`src/rtl/ez8_fetch_pkg.sv`:
```
// ez8 fetch sequencer shared definitions.
// FSM state encoding and default geometry of the instruction store.
package ez8_fetch_pkg;

    typedef enum logic [1:0] {
        IDLE = 2'd0,
        RUN  = 2'd1,
        HALT = 2'd2
    } fetch_state_e;

    localparam int EZ8_PC_W      = 7;
    localparam int EZ8_INSTR_W   = 12;
    localparam int EZ8_BOOT_ADDR = 0;
    localparam int EZ8_STK_DEPTH = 4;

    // Next sequential word address, wrapping at the top of memory.
    function automatic logic [EZ8_PC_W-1:0] pc_next(
        input logic [EZ8_PC_W-1:0] pc
    );
        return pc + EZ8_PC_W'(1);
    endfunction

endpackage

```
`src/rtl/ez8_return_stack.sv`:
```
// ez8 return-address LIFO with push/pop, full/empty flags and sp counter.
// The caller never pushes when full nor pops when empty.
import ez8_fetch_pkg::*;

module ez8_return_stack #(
    parameter int DEPTH = EZ8_STK_DEPTH,
    parameter int W     = EZ8_PC_W
) (
    input  logic         i_clk,
    input  logic         i_reset,
    input  logic         i_push,
    input  logic         i_pop,
    input  logic [W-1:0] i_din,
    output logic [W-1:0] o_top,
    output logic         o_full,
    output logic         o_empty
);

    localparam int SPW = $clog2(DEPTH + 1);
    localparam int IW  = (DEPTH > 1) ? $clog2(DEPTH) : 1;

    logic [W-1:0]   r_mem [DEPTH];
    logic [SPW-1:0] r_sp;
    logic [IW-1:0]  w_wr_idx;
    logic [IW-1:0]  w_rd_idx;

    assign w_wr_idx = r_sp[IW-1:0];
    assign w_rd_idx = IW'(r_sp - SPW'(1));
    assign o_full   = (r_sp == SPW'(DEPTH));
    assign o_empty  = (r_sp == '0);
    assign o_top    = r_mem[w_rd_idx];

    // Stack pointer: counts live entries.
    always_ff @(posedge i_clk) begin
        if (i_reset) begin
            r_sp <= '0;
        end else if (i_push && !o_full) begin
            r_sp <= r_sp + SPW'(1);
        end else if (i_pop && !o_empty) begin
            r_sp <= r_sp - SPW'(1);
        end
    end

    // Entry storage; contents need no reset since sp gates reads.
    always_ff @(posedge i_clk) begin
        if (i_push && !o_full) begin
            r_mem[w_wr_idx] <= i_din;
        end
    end

endmodule

```
`src/rtl/ez8_fetch_sequencer.sv`:
```
// ez8 PC sequencer and 1-deep fetch buffer feeding decode.
// Optional call/return stack enabled by EZ8_FETCH_RETSTACK_EN.
import ez8_fetch_pkg::*;

module ez8_fetch_sequencer #(
    parameter int PC_W      = EZ8_PC_W,
    parameter int INSTR_W   = EZ8_INSTR_W,
    parameter int BOOT_ADDR = EZ8_BOOT_ADDR,
    parameter int STK_DEPTH = EZ8_STK_DEPTH
) (
    input  logic               i_clk,
    input  logic               i_reset,
    input  logic               i_run,
    input  logic               i_halt_req,
    output logic [PC_W-1:0]    o_imem_addr,
    input  logic [INSTR_W-1:0] i_imem_rdata,
    output logic [INSTR_W-1:0] o_instr_out,
    output logic [PC_W-1:0]    o_instr_pc,
    output logic               o_instr_valid,
    input  logic               i_instr_ready,
    input  logic               i_redirect_valid,
    input  logic [PC_W-1:0]    i_redirect_target,
    input  logic               i_call_valid,
    input  logic               i_ret_valid,
    output logic               o_halted,
    output logic               o_stack_err
);

    localparam logic [1:0] ST_IDLE = IDLE;
    localparam logic [1:0] ST_RUN  = RUN;
    localparam logic [1:0] ST_HALT = HALT;

    logic [1:0]         r_state;
    logic [PC_W-1:0]    r_pc;
    logic [INSTR_W-1:0] r_instr;
    logic [PC_W-1:0]    r_instr_pc;
    logic               r_valid;

    logic            w_accept;
    logic            w_advance;
    logic            w_redir;
    logic            w_call;
    logic            w_ret;
    logic            w_pop_ok;
    logic            w_underflow;
    logic            w_taken;
    logic            w_stop;
    logic            w_fetch;
    logic [PC_W-1:0] w_top;
    logic [PC_W-1:0] w_new_pc;

    assign w_accept  = r_valid & i_instr_ready;
    assign w_advance = (r_state == ST_RUN)
                     & (~r_valid | i_instr_ready);
    assign w_redir   = w_accept & i_redirect_valid;

`ifdef EZ8_FETCH_RETSTACK_EN
    logic w_full;
    logic w_empty;
    logic w_push;
    logic r_stack_err;

    assign w_ret = w_accept & ~i_redirect_valid
                 & i_ret_valid;
    assign w_call = w_accept & ~i_redirect_valid
                  & ~i_ret_valid & i_call_valid;
    assign w_pop_ok    = w_ret & ~w_empty;
    assign w_underflow = w_ret & w_empty;
    assign w_push      = w_call & ~w_full;

    ez8_return_stack #(
        .DEPTH (STK_DEPTH),
        .W     (PC_W)
    ) u_rstack (
        .i_clk   (i_clk),
        .i_reset (i_reset),
        .i_push  (w_push),
        .i_pop   (w_pop_ok),
        .i_din   (r_instr_pc + PC_W'(1)),
        .o_top   (w_top),
        .o_full  (w_full),
        .o_empty (w_empty)
    );

    // Sticky flag for any overflow or underflow.
    always_ff @(posedge i_clk) begin
        if (i_reset) begin
            r_stack_err <= 1'b0;
        end else if ((w_call & w_full) | w_underflow) begin
            r_stack_err <= 1'b1;
        end
    end

    assign o_stack_err = r_stack_err;
`else
    logic w_unused;

    assign w_unused    = i_call_valid ^ i_ret_valid;
    assign w_ret       = 1'b0;
    assign w_call      = 1'b0;
    assign w_pop_ok    = 1'b0;
    assign w_underflow = 1'b0;
    assign w_top       = '0;
    assign o_stack_err = 1'b0;
`endif

    assign w_taken  = w_redir | w_call | w_pop_ok;
    assign w_new_pc = w_pop_ok ? w_top : i_redirect_target;
    assign w_stop   = i_halt_req | w_underflow;
    assign w_fetch  = w_advance & ~w_stop;

    // Control FSM: halt wins over run while running.
    always_ff @(posedge i_clk) begin
        if (i_reset) begin
            r_state <= ST_IDLE;
        end else begin
            case (r_state)
                ST_IDLE: if (i_run) r_state <= ST_RUN;
                ST_RUN:  if (w_stop) r_state <= ST_HALT;
                ST_HALT: if (i_run) r_state <= ST_RUN;
                default: r_state <= ST_IDLE;
            endcase
        end
    end

    // PC and fetch buffer: redirect, then fetch, then drain.
    always_ff @(posedge i_clk) begin
        if (i_reset) begin
            r_pc       <= PC_W'(BOOT_ADDR);
            r_instr    <= '0;
            r_instr_pc <= '0;
            r_valid    <= 1'b0;
        end else if (w_taken) begin
            r_pc    <= w_new_pc;
            r_valid <= 1'b0;
        end else if (w_fetch) begin
            r_instr    <= i_imem_rdata;
            r_instr_pc <= r_pc;
            r_valid    <= 1'b1;
            r_pc       <= r_pc + PC_W'(1);
        end else if (w_accept) begin
            r_valid <= 1'b0;
        end
    end

    assign o_imem_addr   = r_pc;
    assign o_instr_out   = r_instr;
    assign o_instr_pc    = r_instr_pc;
    assign o_instr_valid = r_valid;
    assign o_halted      = (r_state == ST_HALT) & ~r_valid;

endmodule

```
`config.mk`:
```
export PLATFORM = sky130hd
export DESIGN_NAME = ez8_fetch_sequencer
export DESIGN_NICKNAME = d
export VERILOG_FILES = /design/src/rtl/ez8_fetch_pkg.sv /design/src/rtl/ez8_return_stack.sv /design/src/rtl/ez8_fetch_sequencer.sv
export SDC_FILE = /design/constraint.sdc
export NUM_CORES = 1
export LEC_CHECK = 0
export BUFFER_PORTS_ARGS = -buffer_cell sky130_fd_sc_hd__buf_2
export CORE_MARGIN = 2
export CORE_UTILIZATION = 50
export CTS_CLUSTER_SIZE = 12
export DETAILED_ROUTE_END_ITERATION = 7
export GPL_TIMING_DRIVEN = 0
export HOLD_SLACK_MARGIN = 0.06
export PLACE_DENSITY = 0.83
export SETUP_SLACK_MARGIN = 0.4
export SLEW_MARGIN = 10
export SYNTH_ARGS = -nofsm -noshare
export SYNTH_HDL_FRONTEND = slang
export SYNTH_SLANG_ARGS = --single-unit
export TNS_END_PERCENT = 1
```
`constraint.sdc`:
```
create_clock -name i_clk -period 2.45 [get_ports i_clk]
set_clock_uncertainty 0.05 [all_clocks]
set_input_delay 0.245 -clock i_clk [delete_from_list [all_inputs] [get_ports i_clk]]
set_output_delay 0.245 -clock i_clk [all_outputs]
set_load 0.02 [all_outputs]
```
# Word-level counts from Yosys, hierarchy flattened

Index checks and enable logic that the tools add are counted.

Register bits after elaboration: 29
Latch bits: 0
Memories: 0
Output and inout port bits: 29
Input bits: 27
Word-level logic and storage cells: 33
Memory bits (writable): 0
Memory bits (read-only): 0

Magnitude comparators: 0
Multiply operators: 0
Multiplexer cells: 7
Div/mod/pow operators: 0
Equality and inequality tests: 4
Reduce and logical (&&, ||, !) cells: 7
Bitwise operators: 9
Add/subtract/negate cells: 1
Shift operators: 0

Operators with widths:

| kind                                                  | number |
|---|---|
| 2-to-1 mux 7 bit                                      | 2 |
| adder 7 x 1 -> 7 bit, second input constant           | 1 |
| AND 1 bit                                             | 5 |
| 2-to-1 mux 2 bit                                      | 2 |
| one-hot mux 2 bit (2 select lines)                    | 1 |
| AND reduction 2 bit                                   | 2 |
| nonzero test 2 bit                                    | 2 |
| OR reduction 2 bit                                    | 2 |
| inverter 1 bit                                        | 3 |
| equality test 2 x 1 -> 1 bit, second input constant   | 1 |
| equality test 2 bit, second input constant            | 1 |
| zero test 2 bit                                       | 1 |
| 2-to-1 mux 1 bit                                      | 2 |
| inequality test 2 x 1 -> 1 bit, second input constant | 1 |
| inequality test 2 bit, second input constant          | 1 |
| OR 1 bit                                              | 1 |

# Logic depth before layout (Yosys ltp)

Depth in word-level cells: 6
Depth in mapped cells: 7
Mapped depth without buffers: 5

# Worst setup path after synthesis

OpenSTA, ideal clock, no wires.

Path type: register to register
Start point: register r_state[0]
End point: register r_pc[2] (netlist: o_imem_addr[2])
Path buffers: 3
Data required time: 2.331 ns
Period minus slack after synthesis: 1.593 ns
Stages on the path, launching flop included: 8
Library setup time: 0.069 ns
Arrival time: 1.474 ns
Path slack: 0.857 ns
Path through: dfxtp_1 > or3b_1 > buf_2 > a21o_1 > buf_6 > buf_6 > o21a_1 > o21ai_1

Longest elaborated chain between the ends: 4

RTL lines:

| what                         | line                       | source |
|---|---|---|
| start, declared              | ez8_fetch_sequencer.sv:33  | `logic [1:0] r_state;` |
| start signal, assigned       | ez8_fetch_sequencer.sv:115 | `r_state <= ST_IDLE;` |
| start signal, assigned       | ez8_fetch_sequencer.sv:118 | `ST_IDLE: if (i_run) r_state <= ST_RUN;` |
| start signal, assigned       | ez8_fetch_sequencer.sv:119 | `ST_RUN: if (w_stop) r_state <= ST_HALT;` |
| equality test 2 x 1 -> 1 bit | ez8_fetch_sequencer.sv:53  | `assign w_advance = (r_state == ST_RUN)` |
| AND 1 bit                    | ez8_fetch_sequencer.sv:54  | `& (~r_valid \| i_instr_ready);` |
| AND 1 bit                    | ez8_fetch_sequencer.sv:110 | `assign w_fetch = w_advance & ~w_stop;` |
| nonzero test 2 bit (no line) | n/a                        |  |
| end signal, assigned         | ez8_fetch_sequencer.sv:129 | `r_pc <= PC_W'(BOOT_ADDR);` |
| end signal, assigned         | ez8_fetch_sequencer.sv:134 | `r_pc <= w_new_pc;` |
| end signal, assigned         | ez8_fetch_sequencer.sv:140 | `r_pc <= r_pc + PC_W'(1);` |
| end, declared                | ez8_fetch_sequencer.sv:34  | `logic [PC_W-1:0] r_pc;` |

Every way passes these cells.
A chain may end at the register's enable or synchronous reset.

# Worst setup path in the final report

Start point: register r_state[0]
End point: register r_instr_pc[3] (netlist: o_instr_pc[3])

Longest elaborated chain between the ends: 4

RTL lines:

| what                          | line                       | source |
|---|---|---|
| equality test 2 x 1 -> 1 bit  | ez8_fetch_sequencer.sv:53  |  |
| AND 1 bit                     | ez8_fetch_sequencer.sv:54  |  |
| AND 1 bit                     | ez8_fetch_sequencer.sv:110 |  |
| AND reduction 2 bit (no line) | n/a                        |  |
| end signal, assigned          | ez8_fetch_sequencer.sv:138 | `r_instr_pc <= r_pc;` |
| end, declared                 | ez8_fetch_sequencer.sv:36  | `logic [PC_W-1:0] r_instr_pc;` |

Every way passes these cells.

==> results.md <==
* Synth top area cells: dfxtp_1 45%, nand2_1 12%, a21oi_1 12%
* Logic pwr share at about an eighth
* Fin crit share at approximately 73%
* # DRC at 0
* R2R Setup Slk at between 0.6 and 0.7 ns
* Commonest cells post-synth: 43 x nand2_1, 30 x a21oi_1, 29 x dfxtp_1
* EDFF count, synth at 0
* Fmax at 561 MHz
* Layout cells sized above 1 at 30.1%
* Clock share of power at about two fifths
* Syn avg cell area at 7.80 um^2
* DRT iter0 DRCs at 25
* PortBufs at 51
* CP required at 2.64 ns
* Most common cell in the netlist: nand2_1
* DP Area at between 1500 and 2000 um^2
* Nets at ~250
* Detail Placement HPWL at 2.15 mm
* Initial core utilization at 52.6%
* Endpoint class of the critical path: flop
* Final wirelength at 2.97 mm
* Top FF cell, synth: dfxtp_1
* Seq cells post-synth at 29
* Sw Pwr at ~0.00024 W
* Syn Nets at around 200
* Chip height at 55.0 um
* Max_cap viols at 0
* Clock Tree Buf Depth at 2
* Clock H-tree levels at 2
* RSZ-0062 raised after global routing: false
* Initial antenna violation count at 0
* Vias in the first global route at roughly 1,100
* Die W at approximately 55 um
* Post-synth top area share at between 40% and 50%
* CTS Hold Bufs at 0
* Synth Instances at around 170
* Final-report max-slew violation count at 0
* LEAKAGE at around 0.75 nW
* TritonCTS buffer count at 5
* Largest net degree at the start of global routing at 11
* Crit-path max FO at 10
* Worst IR Drop VDD at 546 uV
* FILL cells at between 200 and 250
* CP startpoint kind: flop
* CTS tree: yes
* Routability cong. at between 0.9 and 1
* Area grow syn2layout at 29.0%
* Final hold vios at 0
* Pwr dens at between 600 and 700 nW/um^2
* Distinct cell type count after synthesis at 31
* Kind of critical path: flop to flop
* Pwr Total at between 0.001 and 0.0015 W
* Sequential fraction of the synthesis area at between 40% and 50%
* Number of placed I/O pins at 56
* DR vias at 1,333
* Clock root buffer: clkbuf_4
* GR Overflow Total at 0
* Switching Fraction at about a quarter
* Power share of the sequential group at between 40% and 50%
* Site Rows at 18
* Post-CTS Setup Inserts at 0
* Worst Slack Setup Final at 0.667 ns
* Status: completed
* Die ar. at 3030 um^2
* Setup TNS at 0 ns
* CTS-repair resized insts at 0
* Crit path DAT at between 1.5 and 2 ns
* DP Worst Slack at between 0.7 and 0.8 ns
* Register area at slightly below 600 um^2
* CTS clock-pin slew for the worst setup and hold paths at 0.10 ns
* First-pass GRT wire length at roughly 4.6 mm
* Clock Latency Late Sink at about 0.32 ns
* Worst hold margin at roughly 0.10 ns
* Asr flop ratio synth at 0%
* DRT Pass-1 Iters at 4
* Area of the multi-input gates at 647 um^2
* Yosys warns at 0
* Largest area contributor in the netlist: dfxtp_1
* DR WL/cell at between 10 and 15 um
* HP Class: input port to flop
* Inserted Diodes at 0
* Internal Power at 0.000777 W
* GRT Total Usage at 21.6%
* Final setup fails at 0
* Final ANT Viol Nets at 0
* CTS Sinks at 29
* Minimum clock period at between 1.5 and 2 ns
* Synth Cell Area at around 1300 um^2
* Post-layout instance area at roughly 1700 um^2
* CORE AREA at around 2500 um^2
* Via density at 5.21
critical path, stage by stage (launching register included):
cell and delay (ns):
dfxtp_1 0.38, or3b_1 0.34, buf_2 0.15, a21oi_1 0.29
buf_2 0.28, nand2_1 0.08, a21oi_1 0.13
per-stage QoR:
step / instances / utilization [%]
after floorplan: 167 / -
after global placement: 248 / 64.4
after detailed placement: 248 / 64.4
after CTS: 256 / 67.8
after global routing: 256 / 67.8
final: 256 / 67.8
registers in the layout, indices dropped and copies added, names as in the netlist:
| name | flops |
|---|---|
| r_state | 2 |
| o_instr_pc | 7 |
| o_instr_out | 12 |
| o_instr_valid | 1 |
| o_imem_addr | 7 |
final cells by class:
class / instances / share of cell area (%)
multi-input cells: 124 / 38.5
flip-flops and latches: 29 / 34.5
repair buffers: 51 / 15.2
plain buffers: 13 / 4.24
clock buffers: 7 / 3.28
well taps: 30 / 2.23
clock inverters: 1 / 1.79
inverters: 1 / 0.223
per-layer routing:
layer | vias to the layer above | global-route usage, % | part of all wire, % | wire, um
met4 | 0 | 9.35 | 1.5 | 44
met5 | - | 0 | 0 | 0
met1 | 595 | 24.5 | 42 | 1250
met3 | 5 | 8.60 | 8.1 | 239
li1 | 683 | - | - | -
met2 | 50 | 35.9 | 48 | 1430
cell usage in the layout, fill, tap and decap left out, types with 2 or more instances in the layout:
cell type,count
a311o_1,2
nand2_1,43
and3_1,3
dfxtp_1,29
nand2b_1,8
o21a_1,3
o21ai_0,4
a21oi_1,30
a31o_2,2
nor2_1,5
buf_6,2
clkbuf_4,5
clkbuf_1,8
nand3_1,7
a31oi_1,2
nor4b_1,2
buf_2,54
logic make-up (layout without fill, tap and decap cells):
kind of cell             count (synthesis)  after routing  share of synthesized area, %
other                                    1              1                         0.288
buffers and inverters                   14             73                          5.76
multiplexers                             2              2                          1.63
adder cells (fa/ha/maj)                  1              1                         0.960
AO/OA/AOI/OAI                           46             46                          20.2
flip-flops                              29             29                          44.6
AND/OR/NAND/NOR                         74             74                          26.6
worst paths after layout:
check / from / end / cells after the start
min: i_imem_rdata[10] / o_instr_out[10] / 3
min reg2reg: o_instr_pc[4] / o_instr_pc[4] / 2
max reg2reg: r_state[0] / o_instr_pc[3] / 6
max: r_state[0] / o_instr_pc[3] / 6
power by group through the flow:
| stage | Combinational [W] | Sequential, W | Clock (W) |
|---|---|---|---|
| 2_1_floorplan | 0.0000622 | 0.000518 | 0 |
| 3_3_place_gp | 0.000119 | 0.000506 | 0 |
| 3_5_place_dp | 0.000120 | 0.000506 | 0 |
| 4_1_cts | 0.000121 | 0.000495 | 0.000411 |
| 5_1_grt | 0.000134 | 0.000497 | 0.000440 |
| 6_report | 0.000120 | 0.000495 | 0.000406 |
(Power assumes the default switching activity.)
